--- src/rtl/mem_stage.sv ---
// Memory pipeline stage: issues data-memory requests for loads and stores,
// extracts/extends load data, resolves the writeback destination and
// registers the writeback bundle. Misaligned accesses complete at once
// with an error pulse and no memory request.
module mem_stage (
   input  logic        clk,
   input  logic        rst_n,
   input  logic        in_valid,
   input  logic        dm_we,
   input  logic        r_we,
   input  logic [1:0]  r_dst,
   input  logic [1:0]  rw_d,
   input  logic [1:0]  mem_read_size,
   input  logic        mem_sign_extend,
   input  logic [31:0] pc,
   input  logic [31:0] insn,
   input  logic [31:0] alu_out,
   input  logic [31:0] rt_val,
   output logic        stall,
   output logic        dmem_req,
   output logic        dmem_we,
   output logic [31:0] dmem_addr,
   output logic [3:0]  dmem_be,
   output logic [31:0] dmem_wdata,
   input  logic        dmem_ack,
   input  logic [31:0] dmem_rdata,
   output logic        wb_valid,
   output logic        wb_r_we,
   output logic [4:0]  wb_dst,
   output logic [31:0] wb_data,
   output logic [31:0] wb_pc,
   output logic [31:0] wb_insn,
   output logic        misalign_err
);

   // Handshake: dmem_req stays high (with stable we/addr/be/wdata) from the
   // edge entering WAIT until the edge on which dmem_ack=1 is sampled.
   localparam logic ST_IDLE = 1'b0;
   localparam logic ST_WAIT = 1'b1;

   logic        state_q, state_d;
   logic        dmem_we_q;
   logic [31:0] dmem_addr_q, dmem_wdata_q;
   logic [3:0]  dmem_be_q;
   logic        wb_valid_q, wb_r_we_q, misalign_err_q;
   logic [4:0]  wb_dst_q;
   logic [31:0] wb_data_q, wb_pc_q, wb_insn_q;

   logic        mem_op, misaligned, start_op, complete;
   logic [3:0]  be_c;
   logic [31:0] wdata_c, load_val, data_c;
   logic [4:0]  dst_c;
   logic [15:0] half_c;
   logic [7:0]  byte_c;

   // Decode the access, build lane enables/store data and the writeback value.
   always_comb begin
      mem_op     = in_valid & (dm_we | (rw_d == 2'd1));
      misaligned = mem_op & (((mem_read_size == 2'd1) & alu_out[0]) |
                             ((mem_read_size == 2'd0) & (alu_out[1:0] != 2'b00)));
      start_op   = mem_op & ~misaligned;
      be_c       = 4'b1111;
      wdata_c    = rt_val;
      if (dm_we) begin
         case (mem_read_size)
            2'd1: begin
               be_c    = alu_out[1] ? 4'b1100 : 4'b0011;
               wdata_c = {rt_val[15:0], rt_val[15:0]};
            end
            2'd2: begin
               be_c    = 4'b0001 << alu_out[1:0];
               wdata_c = {4{rt_val[7:0]}};
            end
            default: ;
         endcase
      end
      half_c = alu_out[1] ? dmem_rdata[31:16] : dmem_rdata[15:0];
      case (alu_out[1:0])
         2'd0:    byte_c = dmem_rdata[7:0];
         2'd1:    byte_c = dmem_rdata[15:8];
         2'd2:    byte_c = dmem_rdata[23:16];
         default: byte_c = dmem_rdata[31:24];
      endcase
      case (mem_read_size)
         2'd1:    load_val = {{16{mem_sign_extend & half_c[15]}}, half_c};
         2'd2:    load_val = {{24{mem_sign_extend & byte_c[7]}}, byte_c};
         default: load_val = dmem_rdata;
      endcase
      case (r_dst)
         2'd0:    dst_c = insn[20:16];
         2'd1:    dst_c = insn[15:11];
         2'd2:    dst_c = 5'd31;
         default: dst_c = 5'd0;
      endcase
      case (rw_d)
         2'd0:    data_c = alu_out;
         2'd1:    data_c = load_val;
         2'd2:    data_c = pc + 32'd8;
         default: data_c = 32'd0;
      endcase
   end

   // Next state and the completion condition for this cycle.
   always_comb begin
      state_d  = state_q;
      complete = 1'b0;
      if (state_q == ST_IDLE) begin
         complete = in_valid & ~start_op;
         if (start_op) state_d = ST_WAIT;
      end else if (dmem_ack) begin
         complete = 1'b1;
         state_d  = ST_IDLE;
      end
   end

   // Stall while an aligned access is outstanding; released in the ack cycle.
   assign stall = rst_n & start_op & ~((state_q == ST_WAIT) & dmem_ack);

   // FSM state and request fields captured when the access is launched.
   always_ff @(posedge clk or negedge rst_n) begin
      if (!rst_n) begin
         state_q      <= ST_IDLE;
         dmem_we_q    <= 1'b0;
         dmem_addr_q  <= 32'd0;
         dmem_be_q    <= 4'd0;
         dmem_wdata_q <= 32'd0;
      end else begin
         state_q <= state_d;
         if ((state_q == ST_IDLE) && start_op) begin
            dmem_we_q    <= dm_we;
            dmem_addr_q  <= {alu_out[31:2], 2'b00};
            dmem_be_q    <= dm_we ? be_c : 4'b1111;
            dmem_wdata_q <= dm_we ? wdata_c : 32'd0;
         end
      end
   end

   // Writeback register: valid only on edges where an instruction completes.
   always_ff @(posedge clk or negedge rst_n) begin
      if (!rst_n) begin
         wb_valid_q     <= 1'b0;
         wb_r_we_q      <= 1'b0;
         misalign_err_q <= 1'b0;
         wb_dst_q       <= 5'd0;
         wb_data_q      <= 32'd0;
         wb_pc_q        <= 32'd0;
         wb_insn_q      <= 32'd0;
      end else begin
         wb_valid_q     <= complete;
         wb_r_we_q      <= complete & r_we & ~misaligned;
         misalign_err_q <= complete & misaligned;
         if (complete) begin
            wb_dst_q  <= dst_c;
            wb_data_q <= data_c;
            wb_pc_q   <= pc;
            wb_insn_q <= insn;
         end
      end
   end

   assign dmem_req     = (state_q == ST_WAIT);
   assign dmem_we      = dmem_we_q;
   assign dmem_addr    = dmem_addr_q;
   assign dmem_be      = dmem_be_q;
   assign dmem_wdata   = dmem_wdata_q;
   assign wb_valid     = wb_valid_q;
   assign wb_r_we      = wb_r_we_q;
   assign wb_dst       = wb_dst_q;
   assign wb_data      = wb_data_q;
   assign wb_pc        = wb_pc_q;
   assign wb_insn      = wb_insn_q;
   assign misalign_err = misalign_err_q;

endmodule

--- config.mk ---
export PLATFORM = sky130hd
export DESIGN_NAME = mem_stage
export DESIGN_NICKNAME = d
export VERILOG_FILES = /design/src/rtl/mem_stage.sv
export SDC_FILE = /design/constraint.sdc
export NUM_CORES = 1
export LEC_CHECK = 0
export BUFFER_PORTS_ARGS = -buffer_cell sky130_fd_sc_hd__buf_2
export CORE_AREA = 2 2 136 138
export CTS_CLUSTER_DIAMETER = 120
export DETAILED_ROUTE_END_ITERATION = 7
export DIE_AREA = 0 0 138 140
export GPL_TIMING_DRIVEN = 0
export PLACE_DENSITY_LB_ADDON = 0.3
export SYNTH_ARGS = -nofsm -noshare
export SYNTH_HDL_FRONTEND = slang
export SYNTH_SLANG_ARGS = --single-unit
--- constraint.sdc ---
create_clock -name clk -period 3.7 [get_ports clk]
set_clock_uncertainty 0.05 [all_clocks]
set_input_delay 0.185 -clock clk [delete_from_list [all_inputs] [get_ports clk]]
set_output_delay 0.185 -clock clk [all_outputs]
set_load 0.02 [all_outputs]
==> summary.md <==
| Metric | Value |
|---|---|
| Share of layout cells above drive strength 1 | 25.84% |
| Adder-cell share of the synthesized area | 0.5693% |
| Layout area overhead | 41.12% |
| RSZ-0062 raised after global routing | false |
| Hold Worst Slack | 6.452 ps |
| Post-synthesis mux area share | 1.950% |
| Met3 WL post-DR | 2.731 mm |
| Port bufs | 340 |
| Post-Layout Cell Count | 1760 |
| Total congestion overflow | 0 |
| Row count | 49 |
| Initial antenna violation count | 6 |
| Wire per inst | 19.68 µm |
| DP HPWL | 25.15 mm |
| Clock-pin slew on the worst setup and hold paths | 70 ps |
| Slew margin rel. | 33.28% |
| Post-route design area | 12410 µm² |
| Initial Utilization | 49.44% |
| Largest family of logic cells by synthesized area | simple AND/OR/NAND/NOR gates |
| GP Congestion | 0.9478 |
| DRT Pass-1 Iters | 7 |
| Crit path largest cell delay | 440 ps |
| Root buffer cell | clkbuf_16 |
| WP data arrival | 2940 ps |
| Fillcell total | 1431 |
| CTS tree | done |
| Initial DRC count | 819 |
| Xor/xnor cell area share of the yosys netlist | 2.092% |
| Cells after Synth | 1051 |
| Simple logic cell fraction of the synthesized area | 24.47% |
| Setup violators final | 0 |
| Yosys cell types | 61 |
| Die Width | 138 µm |
| Largest net degree at the start of global routing | 105 |
| DRC | 0 |
| Peak Freq | 0.3819 GHz |
| CP Max Fanout | 10 |
| Async SR Flop Fraction | 100.0% |
| Cts bufs inserted | 17 |
| Number of synthesized flops with an enable pin | 0 |
| Synth Area in Compound Gates | 17.66% |
| Cell area after synthesis | 8791 µm² |
| Slowest CP cell | clkbuf_1 |
| Main synth FF type | dfrtp_1 |
| Worst VDD drop | 0.0003676 V |
| Tmin final | 2619 ps |
| Met2 WL | 16.36 mm |
| Final Worst Setup Slack | 1081 ps |
| Total track usage | 35.28% |
| First-pass GRT wire length | 53.32 mm |
| Req. time, crit path | 4020 ps |
| Multi-input logic area | 4116 µm² |
| Crit Path Category | register to register |
| Placed insts | 1622 |
| Syn avg cell area | 8.364 µm² |
| Period utilization | 70.78% |
| Number of routed nets with antenna violations | 0 |
| Cell breakdown of the critical path | nand2_1 -> o2111a_1 -> buf_2 -> or2_1 -> buf_2 -> inv_2 -> buf_2 -> clkbuf_1 -> nand2_1 -> nand2_1 |
| Final TNS setup | 0 ps |
| I/O Pins | 348 |
| Synth Register Bits | 172 |
| Pwr Density | 547.8 nW/µm² |
| Drt via density | 5.702 |
| Outcome | completed |
| Final Hold Vio Count | 0 |
| Final WL | 34.65 mm |
| FF/Latch Area | 4304 µm² |
| Placed Area | 10820 µm² |
| Worst-Margin Slew | 993.1 ps |
| Post-place setup slack | 880.8 ps |
| Die area | 19320 µm² |
| Highest routing layer actually used | met4 |
| Startpoint Class | register |
| Clock sink count | 172 |
| Power Total | 6.796 mW |
| Worst Hold Class | primary input to register |
| Max-cap viol count | 0 |
| Vias in the first global route | 9665 |
| Sequential-to-total area share from yosys stat | 48.96% |
| Routed length on met1 | 13.84 mm |
| Leak | 6.312 nW |
| Final #Nets | 1689 |
| CP endpoint kind | register |
| H-tree depth | 4 |
| Final max-slew violation count | 0 |
| YS warnings | 0 |
| DIE HEIGHT | 140 µm |
| Core area | 17780 µm² |
| Longest Clk Path Bufs | 2 |
| Clock latency at the later pin of the worst-skew pair | 430 ps |
| Vias post-DR | 10036 |
| Final Util | 69.77% |
[registers in the layout (all words and copies together), names as in the netlist]
register and count:
dmem_addr 30, dmem_be 4, dmem_req 1, dmem_wdata 32, dmem_we 1, misalign_err 1
wb_data 32, wb_dst 5, wb_insn 32, wb_pc 32, wb_r_we 1, wb_valid 1
[critical path: cells and delay by family (launching register included)]
kind / cells / cell delay [ps]
buf+inv: 5 / 1300
simple gates: 4 / 590
flops: 1 / 430
compound gates: 1 / 160
[what timing repair did]
action	4_1_cts	5_1_grt
hold buffers	100	0
hold endpoints to repair	167	0
gates resized for setup	0	0
buffers inserted	0	0
[power breakdown]
group          total [mW]  internal [mW]  switching (mW)
clock network        1.76          0.972           0.793
logic                2.41          0.802            1.61
registers            2.62           2.36           0.263
[cell usage in the layout (no fill, tap or decap), types with 7 or more instances in the layout]
cell type / count
o2bb2ai_1: 7
dlygate4sd3_1: 100
a221oi_1: 21
and3_1: 8
xor2_1: 7
nand2_1: 372
nor4_1: 7
buf_2: 347
a22o_1: 9
mux2i_1: 7
nand4_1: 7
clkbuf_1: 53
nand3_1: 24
buf_1: 8
clkbuf_16: 17
nor2_1: 55
xnor2_1: 14
nor3_1: 21
a21oi_1: 31
o21ai_0: 70
a221o_1: 8
o31ai_1: 33
inv_1: 24
dfrtp_1: 172
[cell usage after synthesis, types with 8 or more instances]
master    count  area (µm²)
a21oi_1      31       155.2
a221o_1       8       80.08
a221oi_1     21       183.9
a22o_1        9       78.83
and3_1        8       50.05
buf_1         8       30.03
buf_2         8       40.04
clkbuf_1     51       191.4
dfrtp_1     172        4304
inv_1        24       90.09
nand2_1     372        1396
nand3_1      24       120.1
nor2_1       55       206.5
nor3_1       21       105.1
o21ai_0      70       350.3
o31ai_1      33       247.7
xnor2_1      14       122.6
[path summary, 6_finish.rpt]
path	end	depth (start not counted)	slack [ps]	from
max	wb_pc[14]	10	1080	dmem_req
min	dmem_wdata[24]	3	6	rt_val[24]
max reg2reg	wb_pc[14]	10	1080	dmem_req
min reg2reg	wb_insn[30]	2	410	wb_insn[30]
max in group asynchronous	wb_dst[4]	3	2430	rst_n
min in group asynchronous	dmem_addr[28]	2	230	rst_n
[cell families (layout without fill, tap and decap cells)]
family | after synthesis | count (layout)
flip-flops | 172 | 172
buffers and inverters | 95 | 568
AO/OA/AOI/OAI | 227 | 227
AND/OR/NAND/NOR | 518 | 518
XOR/XNOR | 21 | 21
multiplexers | 13 | 13
other | 1 | 8
adder cells (fa/ha/maj) | 4 | 4
[final cells by class]
type | instances | area share (%)
Tap cell | 229 | 2.310
Timing Repair Buffer | 441 | 22.09
Clock inverter | 11 | 0.8775
Antenna cell | 6 | 0.1210
Clock buffer | 21 | 3.712
Buffer | 69 | 2.229
Multi-Input combinational cell | 785 | 33.18
Inverter | 26 | 0.7867
Sequential cell | 172 | 34.70
[per-layer routing]
layer  GRT usage [%]  vias to the layer above
met2           57.11                      570
met1           46.45                     4799
met4           17.78                        0
met3           5.573                      111
met5               0                        -
li1                -                     4556
Power figures use the tool's default switching activity.
